===== src/rtl/flit_rx_monitor_if.sv =====
`default_nettype none
// ============================================================================
// Module : flit_rx_monitor_if
// Brief  : Flit receive bus and packet-report signals for flit_rx_monitor.
// Rev    : 1.0  initial release
// ============================================================================
interface flit_rx_monitor_if #(
  parameter int N = 22
) ();
  logic           flit_valid;
  logic [2*N-1:0] flit_data;
  logic           busy;
  logic           pkt_done;
  logic [7:0]     pkt_flits;
  logic [15:0]    pkt_toggles;
  logic           pkt_err;
  logic [15:0]    pkt_count;

  // Flit source side
  modport master (
    output flit_valid, flit_data,
    input  busy, pkt_done, pkt_flits, pkt_toggles, pkt_err, pkt_count
  );

  // Monitor side
  modport slave (
    input  flit_valid, flit_data,
    output busy, pkt_done, pkt_flits, pkt_toggles, pkt_err, pkt_count
  );
endinterface
`default_nettype wire


===== src/rtl/flit_rx_monitor.sv =====
`default_nettype none
// ============================================================================
// Module : flit_rx_monitor
// Brief  : Frames incoming flits into packets, accumulates bus bit toggles
//          and reports per-packet flit count, toggle sum and truncation.
// Rev    : 1.0  initial release
// ============================================================================
module flit_rx_monitor #(
  parameter int N       = 22,
  parameter int PAYLOAD = 20,
  parameter int IDLE_TO = 8
) (
  input wire               clk,
  input wire               rst,
  flit_rx_monitor_if.slave bus
);

  localparam logic [7:0] c_payload = 8'(PAYLOAD);
  localparam logic [7:0] c_idle_to = 8'(IDLE_TO);

  typedef enum logic [1:0] {
    ST_IDLE   = 2'd0,
    ST_RECV   = 2'd1,
    ST_REPORT = 2'd2
  } state_t;

  state_t         r_state;
  state_t         w_state_nxt;

  logic [2*N-1:0] r_last_flit;
  logic [7:0]     r_flit_cnt;
  logic [15:0]    r_tog_sum;
  logic [7:0]     r_idle_cnt;
  logic [7:0]     r_pkt_flits;
  logic [15:0]    r_pkt_toggles;
  logic           r_pkt_err;
  logic [15:0]    r_pkt_count;

  logic [2*N-1:0] w_diff;
  logic [15:0]    w_pop;
  logic [16:0]    w_sum_ext;
  logic [15:0]    w_sum_sat;
  logic [7:0]     w_flit_cnt_nxt;
  logic [15:0]    w_tog_nxt;
  logic [7:0]     w_idle_nxt;
  logic           w_report;
  logic           w_report_err;

  // Toggle contribution of the flit on the bus against the bus history
  always_comb begin
    w_diff = bus.flit_data ^ r_last_flit;
    w_pop  = 16'd0;
    for (int i = 0; i < 2*N; i++) begin
      w_pop = w_pop + 16'(w_diff[i]);
    end
    w_sum_ext = {1'b0, r_tog_sum} + {1'b0, w_pop};
    w_sum_sat = w_sum_ext[16] ? 16'hFFFF : w_sum_ext[15:0];
  end

  always_comb begin
    w_state_nxt    = r_state;
    w_flit_cnt_nxt = r_flit_cnt;
    w_tog_nxt      = r_tog_sum;
    w_idle_nxt     = r_idle_cnt;
    w_report       = 1'b0;
    w_report_err   = 1'b0;

    case (r_state)
      ST_IDLE, ST_REPORT: begin
        if (bus.flit_valid) begin
          // A flit here opens a new packet; a one-flit packet completes at once
          w_flit_cnt_nxt = 8'd1;
          w_tog_nxt      = w_pop;
          w_idle_nxt     = 8'd0;
          if (c_payload == 8'd1) begin
            w_state_nxt = ST_REPORT;
            w_report    = 1'b1;
          end else begin
            w_state_nxt = ST_RECV;
          end
        end else begin
          w_state_nxt = ST_IDLE;
        end
      end

      ST_RECV: begin
        if (bus.flit_valid) begin
          w_flit_cnt_nxt = r_flit_cnt + 8'd1;
          w_tog_nxt      = w_sum_sat;
          w_idle_nxt     = 8'd0;
          if (w_flit_cnt_nxt == c_payload) begin
            w_state_nxt = ST_REPORT;
            w_report    = 1'b1;
          end
        end else begin
          w_idle_nxt = r_idle_cnt + 8'd1;
          if (w_idle_nxt == c_idle_to) begin
            w_state_nxt  = ST_REPORT;
            w_report     = 1'b1;
            w_report_err = 1'b1;
          end
        end
      end

      default: w_state_nxt = ST_IDLE;
    endcase
  end

  always_ff @(posedge clk or posedge rst) begin
    if (rst) begin
      r_state <= ST_IDLE;
    end else begin
      r_state <= w_state_nxt;
    end
  end

  // Report registers load on the edge entering REPORT so they are valid with pkt_done
  always_ff @(posedge clk or posedge rst) begin
    if (rst) begin
      r_last_flit   <= '0;
      r_flit_cnt    <= 8'd0;
      r_tog_sum     <= 16'd0;
      r_idle_cnt    <= 8'd0;
      r_pkt_flits   <= 8'd0;
      r_pkt_toggles <= 16'd0;
      r_pkt_err     <= 1'b0;
      r_pkt_count   <= 16'd0;
    end else begin
      r_flit_cnt <= w_flit_cnt_nxt;
      r_tog_sum  <= w_tog_nxt;
      r_idle_cnt <= w_idle_nxt;
      if (bus.flit_valid) begin
        r_last_flit <= bus.flit_data;
      end
      if (w_report) begin
        r_pkt_flits   <= w_flit_cnt_nxt;
        r_pkt_toggles <= w_tog_nxt;
        r_pkt_err     <= w_report_err;
        r_pkt_count   <= r_pkt_count + 16'd1;
      end
    end
  end

  assign bus.busy        = (r_state == ST_RECV);
  assign bus.pkt_done    = (r_state == ST_REPORT);
  assign bus.pkt_flits   = r_pkt_flits;
  assign bus.pkt_toggles = r_pkt_toggles;
  assign bus.pkt_err     = r_pkt_err;
  assign bus.pkt_count   = r_pkt_count;

endmodule
`default_nettype wire


===== src/flat_wrapper.sv =====
// flat-port wrapper written by rule: the top's interface ports become plain ports
module flit_rx_monitor_flat 
#(
  parameter int N       = 22,
  parameter int PAYLOAD = 20,
  parameter int IDLE_TO = 8
)
  (clk, rst, bus_flit_valid, bus_flit_data, bus_busy, bus_pkt_done, bus_pkt_flits, bus_pkt_toggles, bus_pkt_err, bus_pkt_count);
  flit_rx_monitor_if #(.N(N)) bus_i ();
  input wire clk;
  input wire rst;
  input wire logic [$bits(bus_i.flit_valid)-1:0] bus_flit_valid;
  input wire logic [$bits(bus_i.flit_data)-1:0] bus_flit_data;
  output wire logic [$bits(bus_i.busy)-1:0] bus_busy;
  output wire logic [$bits(bus_i.pkt_done)-1:0] bus_pkt_done;
  output wire logic [$bits(bus_i.pkt_flits)-1:0] bus_pkt_flits;
  output wire logic [$bits(bus_i.pkt_toggles)-1:0] bus_pkt_toggles;
  output wire logic [$bits(bus_i.pkt_err)-1:0] bus_pkt_err;
  output wire logic [$bits(bus_i.pkt_count)-1:0] bus_pkt_count;
  assign bus_i.flit_valid = bus_flit_valid;
  assign bus_i.flit_data = bus_flit_data;
  assign bus_busy = bus_i.busy;
  assign bus_pkt_done = bus_i.pkt_done;
  assign bus_pkt_flits = bus_i.pkt_flits;
  assign bus_pkt_toggles = bus_i.pkt_toggles;
  assign bus_pkt_err = bus_i.pkt_err;
  assign bus_pkt_count = bus_i.pkt_count;
  flit_rx_monitor #(.N(N), .PAYLOAD(PAYLOAD), .IDLE_TO(IDLE_TO)) u_core (.clk(clk), .rst(rst), .bus(bus_i));
endmodule

===== config.mk =====
export PLATFORM = sky130hd
export DESIGN_NAME = flit_rx_monitor_flat
export DESIGN_NICKNAME = d
export VERILOG_FILES = /design/src/rtl/flit_rx_monitor_if.sv /design/src/rtl/flit_rx_monitor.sv /design/src/flat_wrapper.sv
export SDC_FILE = /design/constraint.sdc
export NUM_CORES = 1
export LEC_CHECK = 0
export CORE_AREA = 4 4 121 123
export CTS_BUF_LIST = sky130_fd_sc_hd__clkbuf_8
export DETAILED_ROUTE_END_ITERATION = 8
export DIE_AREA = 0 0 125 127
export GPL_ROUTABILITY_DRIVEN = 0
export PLACE_DENSITY_LB_ADDON = 0.1
export SYNTH_ARGS = -nofsm -noshare
export SYNTH_HDL_FRONTEND = slang
export SYNTH_SLANG_ARGS = --single-unit

===== constraint.sdc =====
create_clock -name clk -period 7.4 [get_ports clk]
set_input_delay 2.22 -clock clk [delete_from_list [all_inputs] [get_ports clk]]
set_output_delay 2.22 -clock clk [all_outputs]
set_load 0.02 [all_outputs]

## After elaboration in Yosys (flattened, before gate mapping)

Cells that the tools add are included.

- Register bits: 119
- Input port bits: 47
- Output and inout port bits: 43
- Word-level logic and storage cells: 90

- Add/subtract/negate cells: 47
- Eq/ne operators: 7
- Mux-type cells: 21
- Bitwise operators: 1
- Reductions and logical operators: 5

Operators by type and width:

| kind | number |
|---|---|
| $add A16 B1 Y16 | 42 |
| $mux W16 | 3 |
| $xor A44 B44 Y44 | 1 |
| $mux W8 | 4 |
| $pmux W16 S2 | 1 |
| $pmux W8 S2 | 2 |
| $add A16 B16 Y17 | 1 |
| $add A16 B1 Y16 const B | 1 |
| $add A8 B1 Y8 const B | 2 |
| $eq A8 B4 Y1 const B | 1 |
| $eq A8 B5 Y1 const B | 1 |
| $mux W1 | 7 |
| $mux W2 | 3 |
| $ne A3 B2 Y1 const B | 2 |
| $pmux W2 S2 | 1 |
| $reduce_and A2 Y1 | 2 |
| $add A1 B1 Y2 | 1 |
| $eq A2 B1 Y1 const B | 1 |
| $eq A2 B2 Y1 const B | 1 |
| $logic_not A2 Y1 | 1 |
| $ne A2 B2 Y1 const B | 1 |
| $reduce_bool A2 Y1 | 1 |
| $reduce_or A2 Y1 | 1 |

## Logic depth before layout (Yosys ltp)

Gate-level depths: netlist of run 1.

- Word-level depth: 48
- Gate-level depth with buffers: 26

## Worst setup path after synthesis of run 1

Ideal clock, no wire load.

- Path kind: input-to-reg
- Start: in bus_flit_data[0]
- End: reg u_core.r_pkt_toggles[5] (netlist: u_core.bus.pkt_toggles[5])
- Library setup time: 0.125 ns
- Arrival time: 9.377 ns
- Data required time: 7.275 ns
- Path slack: -2.102 ns
- Stages: 23
- Path through: xor2_1 ha_1 fa_1 fa_1 fa_1 fa_1 fa_1 inv_1 fa_1 fa_1 fa_1 fa_1 inv_1 a21o_1 a21oi_1 xnor2_1 ha_1 a21o_1 a221oi_2 nor3_2 or2_2 o221a_2 mux2_2

- Cells in the longest elaborated chain, start to end: 48
- Elaborated cells on any way between the ends: 49

Ends and longest elaborated chain:

| what | line | source |
|---|---|---|
| start, declared | flat_wrapper.sv:13 | `input wire logic [$bits(bus_i.flit_data)-1:0] bus_flit_data;` |
| $xor A44 B44 Y44 (*) | flit_rx_monitor.sv:51 | `w_diff = bus.flit_data ^ r_last_flit;` |
| $add A1 B1 Y2 (*) | flit_rx_monitor.sv:54 | `w_pop = w_pop + 16'(w_diff[i]);` |
| $add A16 B1 Y16 (*) (42 in series) | flit_rx_monitor.sv:54 |  |
| $add A16 B16 Y17 | flit_rx_monitor.sv:56 | `w_sum_ext = {1'b0, r_tog_sum} + {1'b0, w_pop};` |
| $mux W16 | flit_rx_monitor.sv:57 | `w_sum_sat = w_sum_ext[16] ? 16'hFFFF : w_sum_ext[15:0];` |
| $mux W16 | flit_rx_monitor.sv:87 | `if (bus.flit_valid) begin` |
| $pmux W16 S2 (*) | flit_rx_monitor.sv:68 | `case (r_state)` |
| via u_core.w_tog_nxt[5] | flit_rx_monitor.sv:44 | `logic [15:0] w_tog_nxt;` |
| end signal, assigned | flit_rx_monitor.sv:137 | `r_pkt_toggles <= w_tog_nxt;` |
| end, declared | flit_rx_monitor.sv:35 | `logic [15:0] r_pkt_toggles;` |

Mark *: on every way through the listed nets, which the timed path passes. The rest lies on a longest branch.
A chain may end at the register's enable or synchronous reset.

## Worst setup path in the final report of run 1

- Start: in bus_flit_data[20]
- End: reg u_core.r_pkt_toggles[8] (netlist: u_core.bus.pkt_toggles[8])

- Cells in the longest elaborated chain, start to end: 29
- Elaborated cells on any way between the ends: 30

Ends and longest elaborated chain:

| what | line |
|---|---|
| $xor A44 B44 Y44 (*) | flit_rx_monitor.sv:51 |
| $add A16 B1 Y16 (*) (24 in series) | flit_rx_monitor.sv:54 |
| $add A16 B16 Y17 | flit_rx_monitor.sv:56 |
| $mux W16 | flit_rx_monitor.sv:57 |
| $mux W16 | flit_rx_monitor.sv:87 |
| $pmux W16 S2 (*) | flit_rx_monitor.sv:68 |
| via u_core.w_tog_nxt[8] | flit_rx_monitor.sv:44 |

Marks and branches as above.

==> results of run 1 <==
final timing paths:
path                                     startpoint                         to  cells after the start
hold reg to reg            u_core.bus.pkt_count[15]   u_core.bus.pkt_count[15]                      1
setup reg to reg             u_core.r_last_flit[24]  u_core.bus.pkt_toggles[8]                     25
min in group asynchronous                       rst     u_core.r_last_flit[34]                      2
hold / removal             u_core.bus.pkt_count[15]   u_core.bus.pkt_count[15]                      1
setup / recovery                  bus_flit_data[20]  u_core.bus.pkt_toggles[8]                     25
max in group asynchronous                       rst       u_core.r_idle_cnt[4]                      3
cells in the mapped netlist, types with 6 or more instances:
library cell	instances	area (sq um)
xor2_1	30	263
inv_1	44	165
nor3_1	11	55.1
a21oi_1	20	100
mux2_2	59	664
clkbuf_1	8	30.0
ha_1	21	263
nand4_1	9	56.3
dfrtp_1	119	2980
xnor2_1	37	324
nor2_1	41	154
nand3_1	13	65.1
buf_2	6	30.0
and3_1	11	68.8
nand2_1	35	131
fa_1	36	721
o21ai_0	33	165
logic make-up (layout without fill, tap and decap cells):
kind of cell,Yosys count,count (layout),share of synthesized area
fa+ha+maj,57,57,0.143
buf+inv,64,207,0.0381
xor+xnor,67,67,0.0851
flops,119,119,0.432
mux,60,60,0.0978
compound gates,93,93,0.0889
simple gates,154,154,0.115
critical path: stages:
cell and delay, ns:
clkdlybuf4s15_1 0.22, xnor2_2 0.16, fa_1 0.55, fa_1 0.44, fa_1 0.53, inv_2 0.05, fa_2 0.57, fa_1 0.40
inv_1 0.08, fa_1 0.42, fa_1 0.47, fa_2 0.37, fa_2 0.37, inv_2 0.05, a21o_1 0.11, a21oi_2 0.08
xnor2_2 0.21, ha_4 0.26, a21o_1 0.20, a221oi_4 0.41, buf_6 0.18, nor2_4 0.05, a31oi_1 0.24, nor3b_2 0.09
mux2_4 0.27
per-layer routing:
| layer | vias up | wire, microns | global-route usage |
|---|---|---|---|
| met1 | 2529 | 6880 | 0.277 |
| met2 | 104 | 7540 | 0.329 |
| met3 | 25 | 674 | 0.0527 |
| li1 | 2379 | - | - |
| met5 | - | 0 | 0 |
| met4 | 0 | 321 | 0.0784 |
metrics by stage:
step | setup slack [ns] | hold slack [ns]
2_1_floorplan | -1.43 | 0.501
3_3_place_gp | -2.02 | 0.462
3_5_place_dp | -2.14 | 0.466
4_1_cts | -1.40 | 0.480
5_1_grt | -1.51 | 0.502
6_report | -1.27 | 0.480
layout make-up:
| cell class | instances | area, sq um | share of cell area |
|---|---|---|---|
| timing repair buffer | 131 | 1160 | 0.130 |
| tap | 180 | 225 | 0.0251 |
| clock inverter | 9 | 98.8 | 0.0110 |
| multi-input combinational | 431 | 4020 | 0.449 |
| inverter | 45 | 171 | 0.0191 |
| clock buffer | 22 | 303 | 0.0338 |
| sequential | 119 | 2980 | 0.332 |
flip-flops by register name, indices dropped and copies added (netlist names):
signal	flops
u_core.bus.pkt_count	16
u_core.bus.pkt_err	1
u_core.bus.pkt_flits	8
u_core.bus.pkt_toggles	16
u_core.r_flit_cnt	8
u_core.r_idle_cnt	8
u_core.r_last_flit	44
u_core.r_state	2
u_core.r_tog_sum	16
repair_timing:
item	4_1_cts	5_1_grt
resized for setup	70	67
setup endpoints to repair	32	32
buffers inserted	6	6
pin swaps	18	29
==> impl_metrics.ini, run 1 <==
[run_status]
status = finished with violations
violations = negative setup slack

[floorplanning]
dieArea_sq_mm = 0.0159
fp.dieW_microns = 125
num_rows = 43
start_util = 0.504
dieHeight_microns = 127
io_pins = 90
core_sq_mm = 0.0137

[setup_path]
start_kind = input port
end_kind = flop
r2r_slack_ns = 0.16
critPathKind = in2reg
path_max_fanout = 5
critPathRequiredTime_ns = 7.73
crit_arrival_ns = 9.00

[placement]
portBuffers = 89
hpwl_microns = 10700
dp.cells = 894
placed_area_sq_mm = 0.00818

[clock_network]
clockBufferDepth = 2
cts-buffers-inserted = 17
clock-sinks = 119
cts_tree = yes
worst_skew_pair.late_latency_ns = 0.44
clk_pin_slew_ns = 0.07
root_buffer = clkbuf_8
htree_levels = 4
cts_hold_buf = 0

[global_routing]
grt_overflow_total = 0
grtUsageTotal = 0.207
grt_max_degree = 78
grt_pass1_vias = 5467
antenna_found_initial = 0
grt_pass1_wl_microns = 26400

[routing]
drt-initial-drc-count = 246
via_per_inst = 5.38
wl_microns = 15400
dr.pass1.iters = 4
wl_per_cell_microns = 16.5
antenna_left = 0
num_vias = 5037
drc_errors = 0

[synthesis]
synth_nets = 718
synth.distinct_cells = 57
syn-instance-count = 614
syn_area_sq_mm = 0.00689
synth_edf_count = 0
ys_warn_count = 0
async_flop_share = 1.00
seq_area_frac_synth = 0.432
ys_ff_latch = 119
synthFlopType = dfrtp_1
synth_area_per_cell_sq_um = 11.2

[finish]
post-route-util = 0.656
antenna_cells = 0
final_cell_mix = dfrtp_1 (119), clkdlybuf4s50_1 (66), mux2_2 (54)
fin_cells = 937
final_common_cell = dfrtp_1
nFillCells = 1121
fin_nets = 849
areaGrowthSynthToFinish_pct = 30.0
drive_gt1_frac = 0.281
final_area_sq_mm = 0.00896

[timing]
rsz0062_at_grt = true
period_share = 1.17
fin_setup_tns_ns = -35.54
slew_headroom = 0.286
setup_violations = 32
fmax_mhz = 115
fin_crit_ns = 8.67
tightest_slew_ns = 1.07
setup_ws_ns = -1.27
final_hold_viol_count = 0
skew_ns = 0.00944
report.final.slew_viol_count = 0

[hold_path]
hp-class = reg2reg

[job]
max_cap_violations = 0
Power of run 1 is not shown: default switching activity piles up to over one toggle a cycle in this logic, so the estimate is an artifact.
==> run 2: changes to the inputs <==
--- a/config.mk
+++ b/config.mk
@@ -5,10 +5,11 @@
 export SDC_FILE = /design/constraint.sdc
 export NUM_CORES = 1
 export LEC_CHECK = 0
-export CORE_AREA = 4 4 121 123
+export CAP_MARGIN = 20
+export CORE_AREA = 4 4 134 110
 export CTS_BUF_LIST = sky130_fd_sc_hd__clkbuf_8
 export DETAILED_ROUTE_END_ITERATION = 8
-export DIE_AREA = 0 0 125 127
+export DIE_AREA = 0 0 138 114
 export GPL_ROUTABILITY_DRIVEN = 0
 export PLACE_DENSITY_LB_ADDON = 0.1
 export SYNTH_ARGS = -nofsm -noshare
==> run 2 against run 1 <==
The flow still finishes with violations (negative setup slack). Clock skew is 0.0031 ns higher. Sequential cell count did not move. Critical path depth is 2 higher. Setup slack lost 0.044 ns. Clock-buffer cell count fell by 3. Fmax is 0.50% lower. Non-clock buffer count fell by 1. Critical endpoint unchanged.
==> impl_metrics.ini, run 2 (same netlist as run 1, synthesis figures left out) <==
[timing]
fin_crit_ns = 8.72
slew_headroom = 0.227
setup_ws_ns = -1.32
rsz0062_at_grt = true
fmax_mhz = 115
period_share = 1.18
hold_slack_ns = 0.477
report.final.slew_viol_count = 0
tightest_slew_ns = 1.16
setup_violations = 32
skew_ns = 0.0126
final_hold_viol_count = 0

[setup_path]
path_max_fanout = 5
reg2reg_depth = 27
end_kind = flop
r2r_slack_ns = 0.12
r2r_start = u_core.r_last_flit[38]
critPathKind = in2reg
reg2reg_to = u_core.bus.pkt_toggles[8]
crit_arrival_ns = 9.11
start_kind = input port
critPathRequiredTime_ns = 7.79

[finish]
largest_reg_flops = 44
fin_nets = 848
final_common_cell = dfrtp_1
regMostFlops = u_core.r_last_flit
areaGrowthSynthToFinish_pct = 31.5
antenna_cells = 0
final_cell_mix = dfrtp_1 (119), clkdlybuf4s50_1 (66), mux2_2 (55)
drive_gt1_frac = 0.279

[run_status]
violations = negative setup slack
status = finished with violations

[routing]
dr.pass1.iters = 4
wl_met3_microns = 750
route.met2.wl_microns = 7460
wl_microns = 15800
wl_per_cell_microns = 16.9
drt-initial-drc-count = 241
top_layer_used = met4
drc_errors = 0
wl_met1_microns = 7220
num_vias = 5036
antenna_left = 0
via_per_inst = 5.38

[clock_network]
clockBufferDepth = 2
clk_pin_slew_ns = 0.07
clock-sinks = 119
cts-buffers-inserted = 17
worst_skew_pair.late_latency_ns = 0.45
root_buffer = clkbuf_8
htree_levels = 4
cts_hold_buf = 0
cts_tree = yes

[hold_path]
whs_path_depth = 1
hp-class = reg2reg
holdPathEnd = u_core.bus.pkt_count[15]
min_from = u_core.bus.pkt_count[15]

[floorplanning]
core_sq_mm = 0.0134
dieHeight_microns = 114
num_rows = 38
io_pins = 90
start_util = 0.514
dieArea_sq_mm = 0.0157
fp.dieW_microns = 138

[global_routing]
grt_overflow_total = 0
grt_pass1_vias = 5283
grtUsageTotal = 0.209
antenna_found_initial = 0
grt_pass1_wl_microns = 26100
grt_max_degree = 64

[job]
max_cap_violations = 0

[placement]
hpwl_microns = 11100
portBuffers = 89
==> run 2: changes by cell type in the layout (fill, tap and decap cells not counted), sizes merged, moves of 2 or more <==
| cell | previous run | this run |
|---|---|---|
| clkbuf | 30 | 22 |
| bufinv | 2 | 4 |
| clkdlybuf4s15 | 3 | 5 |
| clkinvlp | 2 | 0 |
| dlygate4sd2 | 5 | 7 |
| inv | 46 | 48 |
==> run 2: what timing repair did <==
| action | CTS | global route |
|---|---|---|
| pin swaps | 25 | 32 |
| setup endpoints to repair | 32 | 32 |
| resized for setup | 87 | 61 |
| buffers inserted | 3 | 6 |
==> run 2: layout make-up <==
cell class / instances / area [sq um]
flip-flops and latches: 119 / 2980
inverters: 45 / 171
clock buffers: 19 / 262
well taps: 180 / 225
multi-input cells: 431 / 4090
fillers: 1034 / 4340
clock inverters: 12 / 160
repair buffers: 130 / 1180
==> run 2: how the worst max path moves through the flow <==
| stage | start | to | slack (ns) | cells after the start |
|---|---|---|---|---|
| after detailed placement | bus_flit_data[1] | u_core.bus.pkt_toggles[3] | -2.22 | 25 |
| after global routing | bus_flit_data[1] | u_core.bus.pkt_toggles[8] | -1.52 | 27 |
| final | bus_flit_data[1] | u_core.bus.pkt_toggles[8] | -1.32 | 27 |
| after CTS | bus_flit_data[1] | u_core.bus.pkt_toggles[5] | -1.27 | 24 |
| after global placement | bus_flit_data[1] | u_core.bus.pkt_toggles[5] | -2.04 | 24 |
| after floorplan | bus_flit_data[1] | u_core.bus.pkt_toggles[5] | -1.43 | 23 |
==> run 2: metal layers <==
metal,track usage,vias to the layer above
met5,0,-
li1,-,2375
met2,0.327,128
met1,0.276,2499
met4,0.0882,0
met3,0.0574,34
==> run 2: critical path, stage by stage <==
cell and delay, ns:
buf_6 0.09, xor2_1 0.14, ha_1 0.35, fa_1 0.49, fa_2 0.55, fa_1 0.42
fa_1 0.46, fa_1 0.49, inv_1 0.05, fa_1 0.45, fa_1 0.49, fa_2 0.39
fa_2 0.36, inv_2 0.05, a21o_1 0.11, a21oi_2 0.06, xnor2_2 0.23, ha_4 0.25
a21o_1 0.19, a221oi_4 0.27, buf_6 0.16, buf_6 0.13, nor2_4 0.05, buf_6 0.14
o211ai_1 0.09, nor3b_2 0.23, mux2_4 0.18
==> run 2: metrics by stage <==
stage               setup WS [ns]  setup TNS, ns  std cells  utilization  instance area, sq um
finish                      -1.32         -37.42        936        0.676                  9070
global route                -1.52         -44.29        936        0.676                  9070
CTS                         -1.27         -35.75        930        0.656                  8800
detailed placement          -2.22         -66.37        896        0.611                  8200
global placement            -2.04         -60.80        896        0.611                  8200
floorplan                   -1.43         -37.58        614            -                  6940
Power of run 2 is left out for the same reason.
